--- src/rtl/rv32_pkg.sv ---
// rtl/rv32_pkg.sv - RV32I opcode and funct7 constants shared by the ID/EX stage
//
// Purpose: major opcode encodings and the funct7 values the ALU decodes
//          as subtract / arithmetic shift.
// Ports:   none (package).
package rv32_pkg;

   localparam logic [6:0] OP     = 7'b0110011;
   localparam logic [6:0] OP_IMM = 7'b0010011;
   localparam logic [6:0] LOAD   = 7'b0000011;
   localparam logic [6:0] STORE  = 7'b0100011;
   localparam logic [6:0] BRANCH = 7'b1100011;
   localparam logic [6:0] LUI    = 7'b0110111;
   localparam logic [6:0] AUIPC  = 7'b0010111;
   localparam logic [6:0] JAL    = 7'b1101111;
   localparam logic [6:0] JALR   = 7'b1100111;

   localparam logic [6:0] FUNCT7_SUB = 7'b0100000;
   localparam logic [6:0] FUNCT7_SRA = 7'b0100000;

endpackage

--- src/rtl/fwd_mux.sv ---
// rtl/fwd_mux.sv - operand forwarding select for one source register
//
// Purpose: picks EX/MEM data, then MEM/WB data, then register file data
//          for one source register; x0 is never forwarded.
// Ports:   iRs                         source register index
//          iRfData                     register file read data
//          iExMemRegWrite/Rd/Data      younger forwarding source
//          iMemWbRegWrite/Rd/Data      older forwarding source
//          oData                       selected operand
module fwd_mux #(
   parameter int XLEN    = 32,
   parameter int REGADDR = 5
) (
   input  logic [REGADDR-1:0] iRs,
   input  logic [XLEN-1:0]    iRfData,
   input  logic               iExMemRegWrite,
   input  logic [REGADDR-1:0] iExMemRd,
   input  logic [XLEN-1:0]    iExMemData,
   input  logic               iMemWbRegWrite,
   input  logic [REGADDR-1:0] iMemWbRd,
   input  logic [XLEN-1:0]    iMemWbData,
   output logic [XLEN-1:0]    oData
);

   logic rsNonZero;
   assign rsNonZero = (iRs != '0);

   // EX/MEM holds the younger result, so it wins over MEM/WB.
   always_comb begin
      oData = iRfData;
      if (rsNonZero && iExMemRegWrite && (iExMemRd == iRs)) begin
         oData = iExMemData;
      end else if (rsNonZero && iMemWbRegWrite && (iMemWbRd == iRs)) begin
         oData = iMemWbData;
      end
   end

endmodule

--- src/rtl/id_ex_operand_stage.sv ---
// rtl/id_ex_operand_stage.sv - registered ID/EX stage feeding the ALU
//
// Purpose: forwards rs1/rs2, selects ALU operands, rewrites funct3/funct7
//          into the ALU operation actually wanted, decodes write/memory
//          controls and registers everything behind a valid/ready handshake
//          with load-use stall and branch flush.
// Ports:   iClk/iRstN            clock, synchronous active-low reset
//          iValid/oReady         upstream handshake
//          iStall/iFlush         bubble insertion / kill
//          iPc..iImm             decoded instruction fields and RF data
//          iExMem*/iMemWb*       forwarding sources
//          iReady/oValid         downstream handshake
//          oDataA..oPc           registered ALU operands and controls
module id_ex_operand_stage #(
   parameter int XLEN    = 32,
   parameter int REGADDR = 5
) (
   input  logic               iClk,
   input  logic               iRstN,
   input  logic               iValid,
   output logic               oReady,
   input  logic               iStall,
   input  logic               iFlush,
   input  logic [XLEN-1:0]    iPc,
   input  logic [6:0]         iOpcode,
   input  logic [2:0]         iFunct3,
   input  logic [6:0]         iFunct7,
   input  logic [REGADDR-1:0] iRs1,
   input  logic [REGADDR-1:0] iRs2,
   input  logic [REGADDR-1:0] iRd,
   input  logic [XLEN-1:0]    iRs1Data,
   input  logic [XLEN-1:0]    iRs2Data,
   input  logic [XLEN-1:0]    iImm,
   input  logic               iExMemRegWrite,
   input  logic [REGADDR-1:0] iExMemRd,
   input  logic [XLEN-1:0]    iExMemData,
   input  logic               iMemWbRegWrite,
   input  logic [REGADDR-1:0] iMemWbRd,
   input  logic [XLEN-1:0]    iMemWbData,
   input  logic               iReady,
   output logic               oValid,
   output logic [XLEN-1:0]    oDataA,
   output logic [XLEN-1:0]    oDataB,
   output logic [2:0]         oFunct3,
   output logic [6:0]         oFunct7,
   output logic [XLEN-1:0]    oStoreData,
   output logic [2:0]         oBrFunct3,
   output logic [REGADDR-1:0] oRd,
   output logic               oRegWrite,
   output logic               oMemRead,
   output logic               oMemWrite,
   output logic [XLEN-1:0]    oPc
);

   import rv32_pkg::*;

   logic [XLEN-1:0] rs1Fwd, rs2Fwd;
   logic [XLEN-1:0] nextA, nextB;
   logic [2:0]      nextF3;
   logic [6:0]      nextF7;
   logic            writesRd, nextMemRead, nextMemWrite, knownOp;
   logic            accept, advance;

   fwd_mux #(.XLEN(XLEN), .REGADDR(REGADDR)) uFwdRs1 (
      .iRs(iRs1), .iRfData(iRs1Data),
      .iExMemRegWrite(iExMemRegWrite), .iExMemRd(iExMemRd), .iExMemData(iExMemData),
      .iMemWbRegWrite(iMemWbRegWrite), .iMemWbRd(iMemWbRd), .iMemWbData(iMemWbData),
      .oData(rs1Fwd)
   );

   fwd_mux #(.XLEN(XLEN), .REGADDR(REGADDR)) uFwdRs2 (
      .iRs(iRs2), .iRfData(iRs2Data),
      .iExMemRegWrite(iExMemRegWrite), .iExMemRd(iExMemRd), .iExMemData(iExMemData),
      .iMemWbRegWrite(iMemWbRegWrite), .iMemWbRd(iMemWbRd), .iMemWbData(iMemWbData),
      .oData(rs2Fwd)
   );

   assign oReady  = iRstN & ~iStall & (~oValid | iReady);
   assign accept  = iValid & oReady;
   assign advance = ~oValid | iReady;

   // Defaults describe an address-add (rs1 + imm); each opcode overrides.
   always_comb begin
      nextA        = rs1Fwd;
      nextB        = iImm;
      nextF3       = 3'b000;
      nextF7       = 7'b0000000;
      writesRd     = 1'b0;
      nextMemRead  = 1'b0;
      nextMemWrite = 1'b0;
      knownOp      = 1'b1;
      case (iOpcode)
         OP: begin
            nextB    = rs2Fwd;
            nextF3   = iFunct3;
            nextF7   = iFunct7;
            writesRd = 1'b1;
         end
         OP_IMM: begin
            nextF3 = iFunct3;
            // Only SRLI/SRAI carry a meaningful funct7 bit; for every other
            // immediate op those bits are immediate and must not become SUB.
            if ((iFunct3 == 3'b101) && iFunct7[5]) nextF7 = FUNCT7_SRA;
            writesRd = 1'b1;
         end
         LOAD: begin
            writesRd    = 1'b1;
            nextMemRead = 1'b1;
         end
         STORE:  nextMemWrite = 1'b1;
         BRANCH: begin
            nextB  = rs2Fwd;
            nextF7 = FUNCT7_SUB;
         end
         LUI: begin
            nextA    = '0;
            writesRd = 1'b1;
         end
         AUIPC: begin
            nextA    = iPc;
            writesRd = 1'b1;
         end
         JAL, JALR: begin
            // ALU computes the link address pc + 4.
            nextA    = iPc;
            nextB    = XLEN'(4);
            writesRd = 1'b1;
         end
         default: knownOp = 1'b0;
      endcase
   end

   always_ff @(posedge iClk) begin
      if (!iRstN) begin
         oValid     <= 1'b0;
         oDataA     <= '0;
         oDataB     <= '0;
         oFunct3    <= '0;
         oFunct7    <= '0;
         oStoreData <= '0;
         oBrFunct3  <= '0;
         oRd        <= '0;
         oRegWrite  <= 1'b0;
         oMemRead   <= 1'b0;
         oMemWrite  <= 1'b0;
         oPc        <= '0;
      end else if (iFlush) begin
         oValid    <= 1'b0;
         oRegWrite <= 1'b0;
         oMemRead  <= 1'b0;
         oMemWrite <= 1'b0;
      end else if (accept) begin
         // An unknown opcode lands as a bubble: decode left its controls at 0.
         oValid     <= knownOp;
         oDataA     <= nextA;
         oDataB     <= nextB;
         oFunct3    <= nextF3;
         oFunct7    <= nextF7;
         oStoreData <= rs2Fwd;
         oBrFunct3  <= iFunct3;
         oRd        <= iRd;
         oRegWrite  <= writesRd & (iRd != '0);
         oMemRead   <= nextMemRead;
         oMemWrite  <= nextMemWrite;
         oPc        <= iPc;
      end else if (advance) begin
         // Drain or stall bubble: nothing valid may leave with side effects.
         oValid    <= 1'b0;
         oRegWrite <= 1'b0;
         oMemRead  <= 1'b0;
         oMemWrite <= 1'b0;
      end
   end

endmodule

--- config.mk ---
export PLATFORM = sky130hd
export DESIGN_NAME = id_ex_operand_stage
export DESIGN_NICKNAME = d
export VERILOG_FILES = /design/src/rtl/rv32_pkg.sv /design/src/rtl/fwd_mux.sv /design/src/rtl/id_ex_operand_stage.sv
export SDC_FILE = /design/constraint.sdc
export NUM_CORES = 1
export LEC_CHECK = 0
export ABC_AREA = 1
export BUFFER_PORTS_ARGS = -buffer_cell sky130_fd_sc_hd__buf_2
export CAP_MARGIN = 20
export CORE_ASPECT_RATIO = 0.6
export CORE_MARGIN = 2
export CORE_UTILIZATION = 42
export CTS_BUF_LIST = sky130_fd_sc_hd__clkbuf_16
export DETAILED_ROUTE_END_ITERATION = 8
export GPL_TIMING_DRIVEN = 1
export MAX_ROUTING_LAYER = met4
export PLACE_DENSITY = 0.77
export RECOVER_POWER = 25
export SLEW_MARGIN = 20
export SYNTH_ARGS = -nofsm -noshare
export SYNTH_HDL_FRONTEND = slang
export SYNTH_SLANG_ARGS = --single-unit
export TNS_END_PERCENT = 30
--- constraint.sdc ---
create_clock -name iClk -period 1.4 [get_ports iClk]
set_input_delay 0.14 -clock iClk [delete_from_list [all_inputs] [get_ports iClk]]
set_output_delay 0.14 -clock iClk [all_outputs]
set_load 0.01 [all_outputs]
-- Yosys cells after proc, flatten, opt, wreduce, memory -nomap -nowiden
Cells that the tools add are included.
- output and inout bits: 151
- bits in latches: 0
- bits in writable memories: 0
- register bits after elaboration: 150
- input bits: 242
- memory bits (read-only): 0
- word-level logic and storage cells: 74
- memories kept: 0
- div/mod/pow operators: 0
- equality and inequality tests: 14
- shift operators: 0
- reductions and logical operators: 21
- magnitude comparators: 0
- multiply operators: 0
- add/sub/neg operators: 0
- bitwise gates (word level): 9
- multiplexer cells: 18
- operators by type and width (cell ; number):
    $mux 32 ; 4
    $pmux 32 s2 ; 2
    $eq 7x6->1 const B ; 3
    $eq 7x7->1 const B ; 3
    $pmux 7 s3 ; 1
    $eq 5x5->1 ; 4
    $reduce_bool 5->1 ; 3
    $eq 7x5->1 const B ; 2
    $logic_and 1x1->1 ; 9
    $mux 1 ; 9
    $reduce_or 9->1 ; 1
    $reduce_or 2->1 ; 4
    $eq 7x2->1 const B ; 1
    $reduce_or 7->1 ; 1
    $mux 6 ; 1
    $and 1x1->1 ; 4
    $not 1->1 ; 4
    $eq 3x3->1 const B ; 1
    $mux 3 ; 1
    $reduce_or 3->1 ; 1
    $reduce_and 2->1 ; 1
    $reduce_bool 2->1 ; 1
    $or 1x1->1 ; 1

-- Longest topological paths before layout
- depth in word-level cells: 6
- depth in mapped cells: 14
- gate-level depth less buffers: 13

-- Cells and area by module
From an unflattened synthesis, not the netlist that was laid out.
- cells, all modules: 1410
- area, all modules: 8798.4 um^2
- modules (own cells, without submodules) (module ; area each (um^2) ; instances ; seq. area each (um^2) ; cells an instance):
    id_ex_operand_stage ; 6088.3 ; 1 ; 3002.9 ; 834
    fwd_mux ; 1355.0 ; 2 ; 0.0 ; 288

-- Worst setup path after synthesis
Ideal clock, no wire load.
- kind: reg2reg
- from: reg oValid
- to: reg oStoreData[28]
- slack: -0.256 ns
- setup time: 0.109 ns
- data arrival time: 1.547 ns
- cell stages (with the launch flop): 13
- path through: dfxtp_1 inv_1 nor2_1 nor3_4 nand2_1 nor2_2 buf_4 buf_6 buf_4 nor2_1 nor2_1 nand2_1 inv_1
- cells in the longest elaborated chain, start to end: 5
- RTL lines (what ; line ; RTL):
    start, declared ; id_ex_operand_stage.sv:41 ; output logic oValid,
    start signal, assigned ; id_ex_operand_stage.sv:154 ; oValid <= knownOp;
    $not 1->1 ; id_ex_operand_stage.sv:78 ; assign oReady = iRstN & ~iStall & (~oValid | iReady);
    $or 1x1->1 ; id_ex_operand_stage.sv:78 ;
    $and 1x1->1 ; id_ex_operand_stage.sv:78 ;
    net oReady ; id_ex_operand_stage.sv:21 ; output logic oReady,
    $and 1x1->1 ; id_ex_operand_stage.sv:79 ; assign accept = iValid & oReady;
    $reduce_and 2->1 (no line) ; -- ;
    end signal, assigned ; id_ex_operand_stage.sv:159 ; oStoreData <= rs2Fwd;
    end, declared ; id_ex_operand_stage.sv:46 ; output logic [XLEN-1:0] oStoreData,
The timed path passes the listed nets, and every way through them passes these cells.
A chain may end at the register's enable or synchronous reset.

-- Worst setup path after layout
- from: reg oValid
- to: reg oDataA[15]
- cells in the longest elaborated chain, start to end: 5
- RTL lines (what ; line ; RTL):
    $not 1->1 ; id_ex_operand_stage.sv:78 ;
    $or 1x1->1 ; id_ex_operand_stage.sv:78 ;
    $and 1x1->1 ; id_ex_operand_stage.sv:78 ;
    $and 1x1->1 ; id_ex_operand_stage.sv:79 ;
    $reduce_and 2->1 (no line) ; -- ;
    end signal, assigned ; id_ex_operand_stage.sv:155 ; oDataA <= nextA;
    end, declared ; id_ex_operand_stage.sv:42 ; output logic [XLEN-1:0] oDataA,
No other way between the ends.

==> results by stage <==
Global route:
- After global routing the overflow that remains totals 0.
- The number of global-route vias before repair is 10,235.
- The global-route wire length before repair is 56.0 mm.
- The initial antenna violation count is 10.
- Entering global routing, the biggest net connects 95 pins.
- In the global route stage, overall resource usage came out at 36.2%.

Min path:
- The worst hold path begins at iImm[26].
- The worst hold endpoint is oDataB[26].
- The worst hold path belongs to the class input port to flop.
- The worst hold path was traced through 3 stages.

Placed design:
- The post-DP HPWL is 26.8 mm.
- The number of buffers inserted by port buffering is 392.
- Routability-driven placement finished with a final weighted congestion of 0.983.

Setup path:
- The kind of launch point of the worst setup path is a flop.
- Of all nets on the critical path, the largest fanout is 9.
- The worst setup path is captured at a flop.
- The launch instance of the worst register-to-register path is oValid.
- The capture instance of the worst register-to-register path is oDataA[15].
- In this design, the stage delay of the slowest critical-path cell is 0.32 ns.
- At the worst endpoint, the arrival time is 1.98 ns.
- The cell with the biggest individual delay on the critical path is dfxtp_2.
- The cell that appears most often on the critical path is nor2_4.
- The flop-to-flop setup slack is -0.23 ns.
- The worst setup path is of the flop to flop kind.
- The required arrival time at the worst endpoint is 1.75 ns.
- Traced cell by cell, the critical path runs through inv_2, nor2_4, nor3_4, nand2_2, nor2_4, buf_12, buf_4, clkbuf_16, o21ai_0, a21oi_1.
- The count of cells along the worst register-to-register path is 10.

Outcome:
- The checks that failed: setup timing.
- The run finished, with violations left.

Synth:
- After technology mapping, the gate count stands at 1,289.
- After synthesis, the most frequently instantiated cells are 251 x nand2_1, 184 x nand3_1, 150 x dfxtp_1, 143 x a21oi_1, 142 x nor2_1.
- The fraction of synthesis flops using an asynchronous set or reset pin is 0%.
- Sorting the synthesized cells by area gives the leading types as dfxtp_1 37%, nand2_1 12%, nand3_1 11%, a21oi_1 8.8%, o21ai_0 7.0%.
- The share of synthesized area occupied by flip-flops and latches is 36.9%.
- In the post-synthesis netlist, the cell with the most instances is nand2_1.
- The mean instance size in the synthesized netlist is 6.32 sq um.
- The number of synthesized flops with an enable pin is 0.
- The biggest area contributor in the post-synthesis netlist is dfxtp_1.
- The top flip-flop cell by instance count after synthesis is dfxtp_1.
- The netlist area before placement is 8150 sq um.
- The synthesized netlist contains 28 unique library cells.
- The count of warnings emitted by yosys is 0.
- The area share of the largest cell type after synthesis is 36.9%.
- The count of state elements after synthesis is 150.
- Synthesis produced a netlist with a net count of 1,531.

Timing:
- The number of hold violations in the final report is 0.
- In this run the tightest slew margin relative to its limit is 38.9%.
- The worst-margin pin slew is 0.917 ns.
- After layout, the minimum clock period comes to 1.63 ns.
- Setup repair after global routing could not meet its margin everywhere.
- In the post-route analysis, the smallest setup slack over all paths is -0.234 ns.
- The timing-limited maximum frequency is 612 MHz.
- The ratio of final minimum period to clock period is 117%.
- The total negative setup slack is -22.69 ns.
- The final number of setup-violating endpoints is 148.
- The max-slew violation total from the final report is 0.
- The worst clock skew is 0.00578 ns.

Clock network:
- The number of buffers between clock root and the deepest sink is 2.
- TritonCTS created 17 clock buffers.
- The number of clock sinks is 150.
- The worst-skew pair later-pin latency is 0.42 ns.
- The clock root buffer is clkbuf_16.
- The clock tree from TritonCTS is done.
- The number of levels in the clock H-tree is 4.
- Clock-pin slew was measured on the worst setup and hold paths at 0.07 ns.

Route:
- The routed layout has 11,016 vias.
- Dividing the detail-routed wire length by the instance count gives 18.5 um.
- The total length of routed wires is 37.3 mm.
- The remaining routing DRC violations is 0.
- Using the TritonRoute via totals, the vias-per-cell ratio works out to 5.47.
- The final antenna-violating net count is 0.
- The first-pass iteration count of the detailed router is 8.
- The detailed router finished its first iteration with 1,076 violations.

Final layout:
- Relative to the synthesized area, the layout overhead comes to 52.3%.
- The ratio of cells with drive above 1 in the final layout is 29.5%.
- The net count of the finished layout is 1,987.
- The layout has 1,711 filler cells.

Flow run:
- The max-capacitance violation count is 0.

Die:
- The die span in y is 112 um.
- The floorplan die width is 184 um.
- The number of top-level pins is 393.
- The number of rows created at floorplan is 39.
- The starting density of the core is 42.8%.
- The total die area is 20,600 sq um.
- After floorplanning, the core was sized to cover 19,000 sq um.

Power and ir drop:
- Power spread over the standard cell area amounts to 913 nW/um^2.
- The leakage component of the power is 6.42 nW.
- IR analysis of the VDD net gives a maximum drop of 0.000775 V.
- The post-route total power is 0.0113 W.
-- cell type report --
cell class	count	area (sq um)	area share, %
sequential	150	3000	24.2
clock buffer	17	425	3.43
clock inverter	15	185	1.49
timing repair buffer	532	3550	28.7
antenna	10	25.0	0.202
inverter	135	509	4.10
tap	246	308	2.48
multi-input combinational	909	4390	35.4
-- worst max-delay path: cells and delay by family, from the launching register on --
family | cells | cell delay, ns
DFF | 1 | 0.32
and+or+nand+nor | 4 | 0.46
buffers and inverters | 4 | 0.54
AOI/OAI and AO/OA | 2 | 0.23
-- power breakdown --
| group | internal [W] | leakage [nW] | switching [W] |
|---|---|---|---|
| clock network | 0.00297 | 0.299 | 0.00193 |
| registers | 0.00440 | 1.22 | 0.0000664 |
| logic | 0.000838 | 4.91 | 0.00112 |
| total | 0.00820 | 6.42 | 0.00312 |
-- kinds of logic after synthesis --
logic type             Yosys count  synth area share [%]
AND/OR/NAND/NOR                596                  31.1
AO/OA/AOI/OAI                  307                  20.2
buffers and inverters          230                  11.2
flip-flops                     150                  36.9
XOR/XNOR                         6                 0.645
-- metal layers --
layer / track usage, % / vias up / wire length, um
li1: - / 5178 / -
met1: 43.6 / 5089 / 14800
met2: 58.3 / 654 / 17500
met3: 9.72 / 95 / 3800
met4: 13.1 / 0 / 1290
met5: - / - / 0
-- through the flow --
stage	util, %	worst slack, ns	hold WS [ns]	cells	cell area [sq um]
floorplan	-	-0.143	0.275	1289	8210
global placement	56.6	-0.270	0.384	1897	10800
detailed placement	56.6	-0.306	0.390	1897	10800
CTS	64.3	-0.191	0.0000334	1997	12200
global route	65.2	-0.323	0.0107	2014	12400
finish	65.2	-0.234	0.0149	2014	12400
-- repair_timing --
action | in CTS | in global routing
hold buffers | 55 | 0
gates resized for setup | 51 | 45
endpoints found under the setup margin | 147 | 148
buffers inserted | 7 | 6
cloned | 6 | 1
hold endpoints to repair | 57 | 0
pin swaps | 16 | 10
-- layout by cell type, fill, tap and decap left out, types with 48 or more instances in the layout --
cell           Yosys  final
a21oi_1          143    136
dlygate4sd3_1      0     55
nand3_1          184    179
nor2_1           142    128
inv_1            132    132
dfxtp_1          150    149
nand2_1          251    248
buf_2             21    355
buf_4              3     48
o21ai_0          114     75
-- how the worst max path moves through the flow --
stage | start | end | slack (ns) | depth (start not counted)
2_1_floorplan | oValid | oStoreData[2] | -0.14 | 11
3_3_place_gp | iRs1[2] | oDataA[7] | -0.27 | 12
3_5_place_dp | oValid | oFunct7[3] | -0.31 | 10
4_1_cts | oValid | oFunct7[3] | -0.19 | 9
5_1_grt | oValid | oDataB[3] | -0.32 | 10
6_report | oValid | oDataA[15] | -0.23 | 10
-- flip-flops by register name, summed over array words and instances (netlist names), 3 cells and up --
| register | cells |
|---|---|
| oDataA | 32 |
| oDataB | 32 |
| oPc | 32 |
| oStoreData | 32 |
| oFunct7 | 7 |
| oRd | 5 |
| oBrFunct3 | 3 |
| oFunct3 | 3 |
Power figures use the tool's default switching activity.
